--- config.mk ---
export PLATFORM = sky130hd
export DESIGN_NAME = io_bus_sequencer
export DESIGN_NICKNAME = d
export VERILOG_FILES = /design/src/rtl/io_bus_pkg.sv /design/src/rtl/io_wait_timer.sv /design/src/rtl/io_bus_sequencer.sv
export SDC_FILE = /design/constraint.sdc
export NUM_CORES = 1
export LEC_CHECK = 0
export ABC_AREA = 1
export BUFFER_PORTS_ARGS = -buffer_cell sky130_fd_sc_hd__buf_2
export CAP_MARGIN = 20
export CORE_UTILIZATION = 30
export DETAILED_ROUTE_END_ITERATION = 7
export GPL_ROUTABILITY_DRIVEN = 1
export MAX_ROUTING_LAYER = met4
export RECOVER_POWER = 50
export REMOVE_ABC_BUFFERS = 1
export SYNTH_ARGS = -nofsm -noshare
export SYNTH_HDL_FRONTEND = slang
export SYNTH_SLANG_ARGS = --single-unit
export TNS_END_PERCENT = 20
--- constraint.sdc ---
create_clock -name clock -period 1.7 [get_ports clock]
set_clock_uncertainty 0.05 [all_clocks]
set_input_delay 0.085 -clock clock [delete_from_list [all_inputs] [get_ports clock]]
set_output_delay 0.085 -clock clock [all_outputs]
set_load 0.01 [all_outputs]
--- src/rtl/io_bus_pkg.sv ---
// ============================================================================
// Module  : io_bus_pkg
// Purpose : Shared types and constants for the Minisys I/O bus sequencer.
//           Holds the sequencer state encoding, the device index map of the
//           I/O window, the upper address bits of that window and the default
//           wait/timeout settings.
// Ports   : none (package)
// Rev     : 1.0  initial release
// ============================================================================
`default_nettype none

package io_bus_pkg;

  typedef enum logic [1:0] {
    IDLE   = 2'd0,
    ACCESS = 2'd1,
    DONE   = 2'd2
  } state_e;

  // Device index = addr[6:4] inside the I/O window.
  localparam logic [2:0] TUBE     = 3'd0;
  localparam logic [2:0] KEYBOARD = 3'd1;
  localparam logic [2:0] TIMER    = 3'd2;
  localparam logic [2:0] PWM      = 3'd3;
  localparam logic [2:0] UART     = 3'd4;
  localparam logic [2:0] WDOG     = 3'd5;
  localparam logic [2:0] LED      = 3'd6;
  localparam logic [2:0] SWITCH   = 3'd7;

  // Upper 22 address bits of the 0xFFFFFC00-0xFFFFFFFF window.
  localparam logic [21:0] IO_BASE_HI = 22'h3FFFFF;

  localparam int unsigned DEF_WAIT_CYC = 1;
  localparam int unsigned DEF_TIMEOUT  = 64;

  // One-hot chip-select for a device index.
  function automatic logic [7:0] dev_onehot(input logic [2:0] idx);
    logic [7:0] sel;
    sel      = 8'h00;
    sel[idx] = 1'b1;
    return sel;
  endfunction

endpackage

`default_nettype wire

--- src/rtl/io_wait_timer.sv ---
// ============================================================================
// Module  : io_wait_timer
// Purpose : Wait-state and timeout down-counters for one I/O access.
//           load_i presets both counters; dec_i counts them down, each one
//           saturating at zero.
// Ports   : clock, reset       - clock, async active-high reset
//           load_i             - preset counters to WAIT_CYC / TIMEOUT
//           dec_i              - decrement (one ACCESS cycle elapsed)
//           wait_zero_o        - wait-state counter is zero, ready may count
//           timeout_zero_o     - timeout counter reaches zero on this cycle
// Rev     : 1.0  initial release
// ============================================================================
`default_nettype none

module io_wait_timer
  import io_bus_pkg::*;
#(
  parameter int unsigned WAIT_CYC = DEF_WAIT_CYC,
  parameter int unsigned TIMEOUT  = DEF_TIMEOUT
) (
  input  logic clock,
  input  logic reset,
  input  logic load_i,
  input  logic dec_i,
  output logic wait_zero_o,
  output logic timeout_zero_o
);

  localparam logic [3:0] WAIT_INIT = 4'(WAIT_CYC);
  localparam logic [7:0] TMO_INIT  = 8'(TIMEOUT);

  logic [3:0] wait_q, wait_d;
  logic [7:0] tmo_q,  tmo_d;

  always_comb begin
    wait_d = wait_q;
    tmo_d  = tmo_q;
    if (load_i) begin
      wait_d = WAIT_INIT;
      tmo_d  = TMO_INIT;
    end else if (dec_i) begin
      if (wait_q != 4'd0) wait_d = wait_q - 4'd1;
      if (tmo_q  != 8'd0) tmo_d  = tmo_q  - 8'd1;
    end
  end

  always_ff @(posedge clock or posedge reset) begin
    if (reset) begin
      wait_q <= 4'd0;
      tmo_q  <= 8'd0;
    end else begin
      wait_q <= wait_d;
      tmo_q  <= tmo_d;
    end
  end

  assign wait_zero_o    = (wait_q == 4'd0);
  // The counter holds TIMEOUT in the first ACCESS cycle, so the cycle in
  // which it shows 1 is the last one: its decrement takes it to zero.
  assign timeout_zero_o = (tmo_q <= 8'd1);

endmodule

`default_nettype wire

--- src/rtl/io_bus_sequencer.sv ---
// ============================================================================
// Module  : io_bus_sequencer
// Purpose : Multi-cycle sequencer between the CPU's IORead/IOWrite strobes and
//           the 8-device peripheral bus. Stalls the CPU, drives chip-select
//           and read/write strobe with wait states, waits for io_ready or a
//           timeout, then returns read data and releases the stall.
// Ports   : clock, reset          - clock, async active-high reset
//           IORead, IOWrite       - I/O load / store request of current instr
//           addr[9:0]             - low address bits of the ALU result
//           wdata                 - store data
//           io_ready, io_rdata    - device handshake and read data
//           stall                 - freeze PC / pipeline (combinational)
//           io_cs[7:0]            - one-hot device select (registered)
//           io_rd, io_wr          - bus strobes (registered)
//           io_addr[3:0], io_wdata- register offset and store data (registered)
//           rdata                 - read data to write-back, valid in DONE
//           err, err_sticky       - access failed pulse / sticky error flag
// Rev     : 1.0  initial release
// ============================================================================
`default_nettype none

module io_bus_sequencer
  import io_bus_pkg::*;
#(
  parameter int unsigned WAIT_CYC = DEF_WAIT_CYC,
  parameter int unsigned TIMEOUT  = DEF_TIMEOUT,
  parameter int unsigned DATA_W   = 16
) (
  input  logic              clock,
  input  logic              reset,
  input  logic              IORead,
  input  logic              IOWrite,
  input  logic [9:0]        addr,
  input  logic [DATA_W-1:0] wdata,
  input  logic              io_ready,
  input  logic [DATA_W-1:0] io_rdata,
  output logic              stall,
  output logic [7:0]        io_cs,
  output logic              io_rd,
  output logic              io_wr,
  output logic [3:0]        io_addr,
  output logic [DATA_W-1:0] io_wdata,
  output logic [DATA_W-1:0] rdata,
  output logic              err,
  output logic              err_sticky
);

  state_e            state_q;
  logic [7:0]        cs_q;
  logic              rd_q;
  logic              wr_q;
  logic [3:0]        io_addr_q;
  logic [DATA_W-1:0] io_wdata_q;
  logic [DATA_W-1:0] rdata_q;
  logic              err_q;
  logic              err_sticky_q;

  logic req;
  logic req_valid;
  logic tmr_load;
  logic tmr_dec;
  logic wait_zero;
  logic timeout_zero;
  logic accept;
  logic expire;

  assign req       = IORead | IOWrite;
  // Exactly one strobe and an address inside the 8 x 16-register device area.
  assign req_valid = (IORead ^ IOWrite) && (addr[9:7] == 3'b000);

  assign tmr_load  = (state_q == IDLE) && req && req_valid;
  assign tmr_dec   = (state_q == ACCESS);
  assign accept    = (state_q == ACCESS) && wait_zero && io_ready;
  // Ready on the last allowed cycle still completes the access cleanly.
  assign expire    = (state_q == ACCESS) && timeout_zero && !accept;

  io_wait_timer #(
    .WAIT_CYC (WAIT_CYC),
    .TIMEOUT  (TIMEOUT)
  ) u_timer (
    .clock          (clock),
    .reset          (reset),
    .load_i         (tmr_load),
    .dec_i          (tmr_dec),
    .wait_zero_o    (wait_zero),
    .timeout_zero_o (timeout_zero)
  );

  always_ff @(posedge clock or posedge reset) begin
    if (reset) begin
      state_q      <= IDLE;
      cs_q         <= 8'h00;
      rd_q         <= 1'b0;
      wr_q         <= 1'b0;
      io_addr_q    <= 4'h0;
      io_wdata_q   <= '0;
      rdata_q      <= '0;
      err_q        <= 1'b0;
      err_sticky_q <= 1'b0;
    end else begin
      case (state_q)
        IDLE: begin
          if (req) begin
            if (req_valid) begin
              cs_q       <= dev_onehot(addr[6:4]);
              rd_q       <= IORead;
              wr_q       <= IOWrite;
              io_addr_q  <= addr[3:0];
              io_wdata_q <= wdata;
              state_q    <= ACCESS;
            end else begin
              // Rejected request: straight to DONE, bus stays quiet.
              err_q        <= 1'b1;
              err_sticky_q <= 1'b1;
              state_q      <= DONE;
            end
          end
        end
        ACCESS: begin
          if (accept) begin
            if (rd_q) rdata_q <= io_rdata;
            cs_q    <= 8'h00;
            rd_q    <= 1'b0;
            wr_q    <= 1'b0;
            state_q <= DONE;
          end else if (expire) begin
            rdata_q      <= '0;
            err_q        <= 1'b1;
            err_sticky_q <= 1'b1;
            cs_q         <= 8'h00;
            rd_q         <= 1'b0;
            wr_q         <= 1'b0;
            state_q      <= DONE;
          end
        end
        DONE: begin
          // Instruction retires here; its still-asserted request is ignored.
          err_q   <= 1'b0;
          state_q <= IDLE;
        end
        default: begin
          err_q   <= 1'b0;
          cs_q    <= 8'h00;
          rd_q    <= 1'b0;
          wr_q    <= 1'b0;
          state_q <= IDLE;
        end
      endcase
    end
  end

  always_comb begin
    stall = 1'b0;
    case (state_q)
      IDLE:    stall = req;
      ACCESS:  stall = 1'b1;
      default: stall = 1'b0;
    endcase
  end

  assign io_cs      = cs_q;
  assign io_rd      = rd_q;
  assign io_wr      = wr_q;
  assign io_addr    = io_addr_q;
  assign io_wdata   = io_wdata_q;
  assign rdata      = rdata_q;
  assign err        = err_q;
  assign err_sticky = err_sticky_q;

endmodule

`default_nettype wire

==> impl_metrics.ini, run 1 <==
[run_status]
outcome = finished, final reports clean

[synthesis]
synthMuxAreaShare_pct = 0
ys_types = 30
syn_area_per_cell_um2 = 8.310
syn_inst = 357
yosysWarnings = 0
synth_xor_area_share_pct = 0.2952
synth.area.top_cells = dfrtp_1 52%, nand2_1 17%, nand3_1 9.1%
ys_seq_elements = 62
seq_area_frac_synth_pct = 52.30
synth_area_leader_cell = dfrtp_1
yosysTopAreaCellShare_pct = 52.30
yosysMostFrequentCell = nand2_1
netlist_top_cells_count = 138 x nand2_1, 62 x dfrtp_1, 54 x nand3_1
synth_top_flop_cell = dfrtp_1
synth_edf_count = 0
synth_compound_area_share_pct = 2.278
synthAdderAreaFrac_pct = 2.109
synth-simple-area-share_pct = 36.15
async_flop_share_pct = 100.0
synth_top_family_by_area = simple AND/OR/NAND/NOR gates
synth_area_um2 = 2967

[clock_tree]
clk_latency_ns = 0.33
h-tree-depth = 3
clk_pin_slew_ns = 0.07
cts_buffers = 9
clockBufferDepth = 2
cts.sinks = 62
cts_tree = built
clockRootBuffer = clkbuf_8

[critical_path]
arrival_ns = 1.73
rrSetupSlack_ns = 0.14
cp-start-kind = flop
critical_path_class = reg -> reg
critPathCaptureType = flop
cp.required_ns = 1.87
cp_max_fo = 16

[route]
met1_length_um = 3479
antenna_left = 0
dr.max_layer_used = met4
drc = 0
drt_first_pass_iters = 4
wl_met2_um = 3464
drtIter0Drc = 96
post_drt_wl_per_cell_um = 11.49
vias_per_cell = 4.319
routed_wl_um = 7319
wl_met3_um = 319
vias = 2751

[timing]
fin_hold_ws_ns = 0.08195
slew_viol_final = 0
setup_ws_ns = 0.1426
finalSetupViolations = 0
final.setup.tns_ns = 0
fin_crit_sh_pct = 91.61
hold_viol_final = 0
worst_pin_slew_ns = 0.8425
rsz0062_at_grt = true
fmax_ghz = 0.6421
slew_headroom_pct = 43.83
fin_crit_ns = 1.557

[flow_run]
max_cap_viol_count = 0

[power]
p_total_mw = 5.643
power_density_nw_per_um2 = 1330
max-vdd-ir-drop_v = 0.0006739
p_leak_nw = 2.349

[place]
placed_area_um2 = 3600
dpl.hpwl_um = 4848
port-buffer-count = 95
place_inst = 579
pre_cts_ws_ns = 0.03236
place_congestion = 0.7823

[finish]
instances_no_fill = 637
design_area_um2 = 4242
final_net_count = 555
area_growth_pct = 42.98
area.sequential_um2 = 1551
drive_gt1_share_pct = 25.20
post-route-util_pct = 45.05
num_antenna_cells = 0
fill_cells = 927
multi_input_area_um2 = 1254

[floorplanning]
core_um2 = 9415
die_h_um = 101.4
io_pins = 96
initial_core_util_pct = 31.51
die-area_um2 = 10290
die-width_um = 101.4
row_count = 35

[grt]
track_usage_pct = 15.34
grt_max_degree = 35
grt_antenna_before_repair = 0
grt_pass1_wl_um = 11950
overflow = 0
first_global_vias = 2679

[min_path]
hp-class = in -> reg
## final timing paths
path / endpoint / cells after the start / start
setup / recovery: rdata[4] / 7 / u_timer.wait_q[0]
hold reg to reg: io_cs[5] / 2 / io_cs[5]
hold / removal: io_rd / 5 / IORead
max in group asynchronous: rdata[4] / 4 / reset
min in group asynchronous: io_addr[2] / 4 / reset
setup reg to reg: rdata[4] / 7 / u_timer.wait_q[0]
## cell families after synthesis
logic type               count (synthesis)
buffers and inverters                   42
flip-flops                              62
XOR/XNOR                                 1
AO/OA/AOI/OAI                           10
AND/OR/NAND/NOR                        237
adder cells (fa/ha/maj)                  5
## state kept, by name (all words and copies together), names as in the netlist
name	flops
io_wdata	16
rdata	16
io_cs	8
u_timer.tmo_q	8
io_addr	4
u_timer.wait_q	4
state_q	2
err	1
err_sticky	1
io_rd	1
io_wr	1
## cells in the final DEF (no fill, tap or decap), types with 2 or more instances in the layout
cell type      count
nand2_1          138
buf_2             72
dfrtp_1           62
nand3_1           54
dlygate4sd3_1     37
inv_1             24
nor2_1            23
clkbuf_1          23
clkbuf_8          11
buf_4             11
inv_2              6
o21ai_0            5
nor2_2             4
nand4_1            4
nand2_4            3
nand3_4            3
ha_1               3
nor2_4             2
a21oi_1            2
ha_2               2
bufinv_16          2
clkbuf_2           2
## cell type report
class                   count  area share (%)
flip-flops and latches     62           36.58
multi-input cells         254           29.56
repair buffers            146           21.92
well taps                 129           3.805
clock buffers              11           3.569
inverters                  30           2.655
clock inverters             5           1.917
## worst max-delay path: stages (launching register included)
cell     delay [ns]
dfrtp_1        0.38
inv_1          0.11
ha_2           0.22
nand3_4        0.15
nor2_8         0.20
nand2_4        0.14
nand3_1        0.12
nand2_1        0.05
## repair_timing
| item | in CTS | in global routing |
|---|---|---|
| endpoints found under the hold margin | 98 | 0 |
| resized for setup | 0 | 8 |
| hold buffers | 37 | 0 |
| setup buffers | 0 | 4 |
| setup endpoints to repair | 0 | 26 |
## where the power goes
part,switching (mW),total [mW],internal [mW]
logic,1.10,1.85,0.748
registers,0.349,2.29,1.94
clock network,0.596,1.50,0.906
total,2.05,5.64,3.60
## metal layers
metal,up-vias,global-route usage (%)
met1,1255,19.04
met5,-,-
li1,1419,-
met3,4,4.072
met2,73,24.12
met4,0,5.351
No activity file was read; power rests on OpenSTA's default activity.
==> inputs of run 2 (changes only) <==
Clock period 1.7 ns to 1.2 ns, I/O delays scaled along.
==> run 2 against run 1 <==
  * The flow now finishes with violations (setup timing)
  * Cell area increased by 7.9%
  * Flip-flop and latch count unchanged
  * Count of clock-buffer cells in the layout decreased by 2
  * Critical path type unchanged
  * Largest power group is now combinational cells
==> impl_metrics.ini, run 2 (same netlist as run 1, synthesis figures left out) <==
[critical_path]
cp_max_fo = 9
crit_buf_inv = 2
startpoint = u_timer.tmo_q[0]
r2r-end = io_cs[1]
cp-start-kind = flop
cp.required_ns = 1.39
reg2regPathDepth = 8
critPathCaptureType = flop
rr_startpoint = u_timer.tmo_q[0]
arrival_ns = 1.70
cpPeakStageDelay_ns = 0.37
critPathCapture = io_cs[1]
crit_path_top_delay_cell = dfrtp_1
crit_cells = 8
critical_path_class = reg -> reg
rrSetupSlack_ns = -0.31
crit_chain = inv_2 -> ha_4 -> or2_1 -> nand4_1 -> nand2_4 -> buf_12 -> nand3_1 -> nand2_1
critPathTopFamily = simple AND/OR/NAND/NOR gates

[power]
power.internal_mw = 5.427
power.share.clock_pct = 24.4
p_sw_share_pct = 36.86
pwr-share-seq_pct = 37.2
p_comb_share_pct = 38.3
power_density_nw_per_um2 = 1878
p_leak_nw = 2.586
max-vdd-ir-drop_v = 0.001030
switchingPower_mw = 3.169

[finish]
area.sequential_um2 = 1551
area_growth_pct = 54.32
drive_gt1_share_pct = 35.51
fill_cells = 886
final_net_count = 582
multi_input_area_um2 = 1325
instances_no_fill = 664
num_antenna_cells = 0
post-route-util_pct = 48.62
final_cell_mix = 135 x nand2_1, 95 x buf_2, 62 x dfrtp_1
layout_commonest_cell = nand2_1

[clock_tree]
cts_buffers = 9
clk_pin_slew_ns = 0.08
clockRootBuffer = clkbuf_8
cts.sinks = 62
clk_latency_ns = 0.36
clockBufferDepth = 2
cts_tree = built
h-tree-depth = 3

[floorplanning]
die_h_um = 101.4
row_count = 35
die-area_um2 = 10290
die-width_um = 101.4
io_pins = 96
initial_core_util_pct = 31.51
core_um2 = 9415

[route]
vias_per_cell = 4.383
antenna_left = 0
drt_first_pass_iters = 6
post_drt_wl_per_cell_um = 11.88
drtIter0Drc = 52
routed_wl_um = 7890
vias = 2910
drc = 0

[grt]
first_global_vias = 2946
grt_pass1_wl_um = 12870
track_usage_pct = 16.50
grt_antenna_before_repair = 0
overflow = 0
grt_max_degree = 63

[place]
port-buffer-count = 95
place_congestion = 0.8143
dpl.hpwl_um = 5079
place_inst = 606

[timing]
slew_headroom_pct = 62.73
fin_crit_sh_pct = 125.6
hold_viol_final = 0
fin_hold_ws_ns = 0.03282
rsz0062_at_grt = true
finalSetupViolations = 64
slew_viol_final = 0
fmax_ghz = 0.6634
setup_ws_ns = -0.3073
fin_crit_ns = 1.507
worst_pin_slew_ns = 0.5591

[flow_run]
max_cap_viol_count = 0

[run_status]
violations = setup timing
outcome = finished, violations left

[min_path]
hp-class = in -> reg
-- run 2: worst min-delay path, stage by stage --
cell     delay [ns]
buf_2          0.11
nand2_1        0.08
nor2_1         0.06
nand3_2        0.06
nand2_1        0.04
-- run 2: through the flow --
stage	setup WS [ns]	TNS [ns]	power (mW)	area [µm²]
after floorplan	-0.4514	-44.17	4.784	2875
after global placement	-0.3088	-15.99	6.053	3840
after detailed placement	-0.3427	-18.51	6.140	3840
after CTS	-0.2851	-15.01	8.499	4511
after global routing	-0.3898	-18.64	9.218	4578
final	-0.3073	-12.71	8.596	4578
-- run 2: repair_timing --
item,CTS,global route
gates cloned,0,1
endpoints found under the setup margin,64,64
hold endpoints to repair,98,0
setup buffers,2,2
hold buffers,37,0
pin swaps,5,4
resized for setup,18,11
-- run 2: worst min path at each step --
stage	cells after the start	end	slack, ns	start
6_report	5	io_cs[7]	0.03	addr[6]
5_1_grt	5	io_cs[4]	0.07	addr[6]
4_1_cts	5	io_cs[7]	0.05	addr[6]
3_5_place_dp	3	io_wdata[2]	0.10	reset
3_3_place_gp	3	io_addr[2]	0.10	reset
2_1_floorplan	2	io_addr[0]	0.12	addr[0]
-- run 2: layer usage --
| metal | wire length (µm) | global-route usage (%) |
|---|---|---|
| met1 | 3610 | 19.60 |
| met2 | 3853 | 27.37 |
| met3 | 326 | 3.796 |
| met4 | 99 | 5.909 |
| met5 | 0 | - |
-- run 2: cell type report --
| cell class | count | share of cell area [%] |
|---|---|---|
| clock inverters | 7 | 2.132 |
| repair buffers | 173 | 26.35 |
| well taps | 129 | 3.526 |
| clock buffers | 9 | 2.706 |
| multi-input cells | 254 | 28.94 |
| inverters | 30 | 2.460 |
| flip-flops and latches | 62 | 33.89 |
-- run 2: power by group through the flow --
stage / sequential, mW / combinational [mW] / clock (mW)
floorplan: 3.45 / 1.33 / 0
global placement: 3.17 / 2.88 / 0
detailed placement: 3.18 / 2.96 / 0
CTS: 3.17 / 3.19 / 2.13
global route: 3.28 / 3.71 / 2.23
finish: 3.20 / 3.30 / 2.10
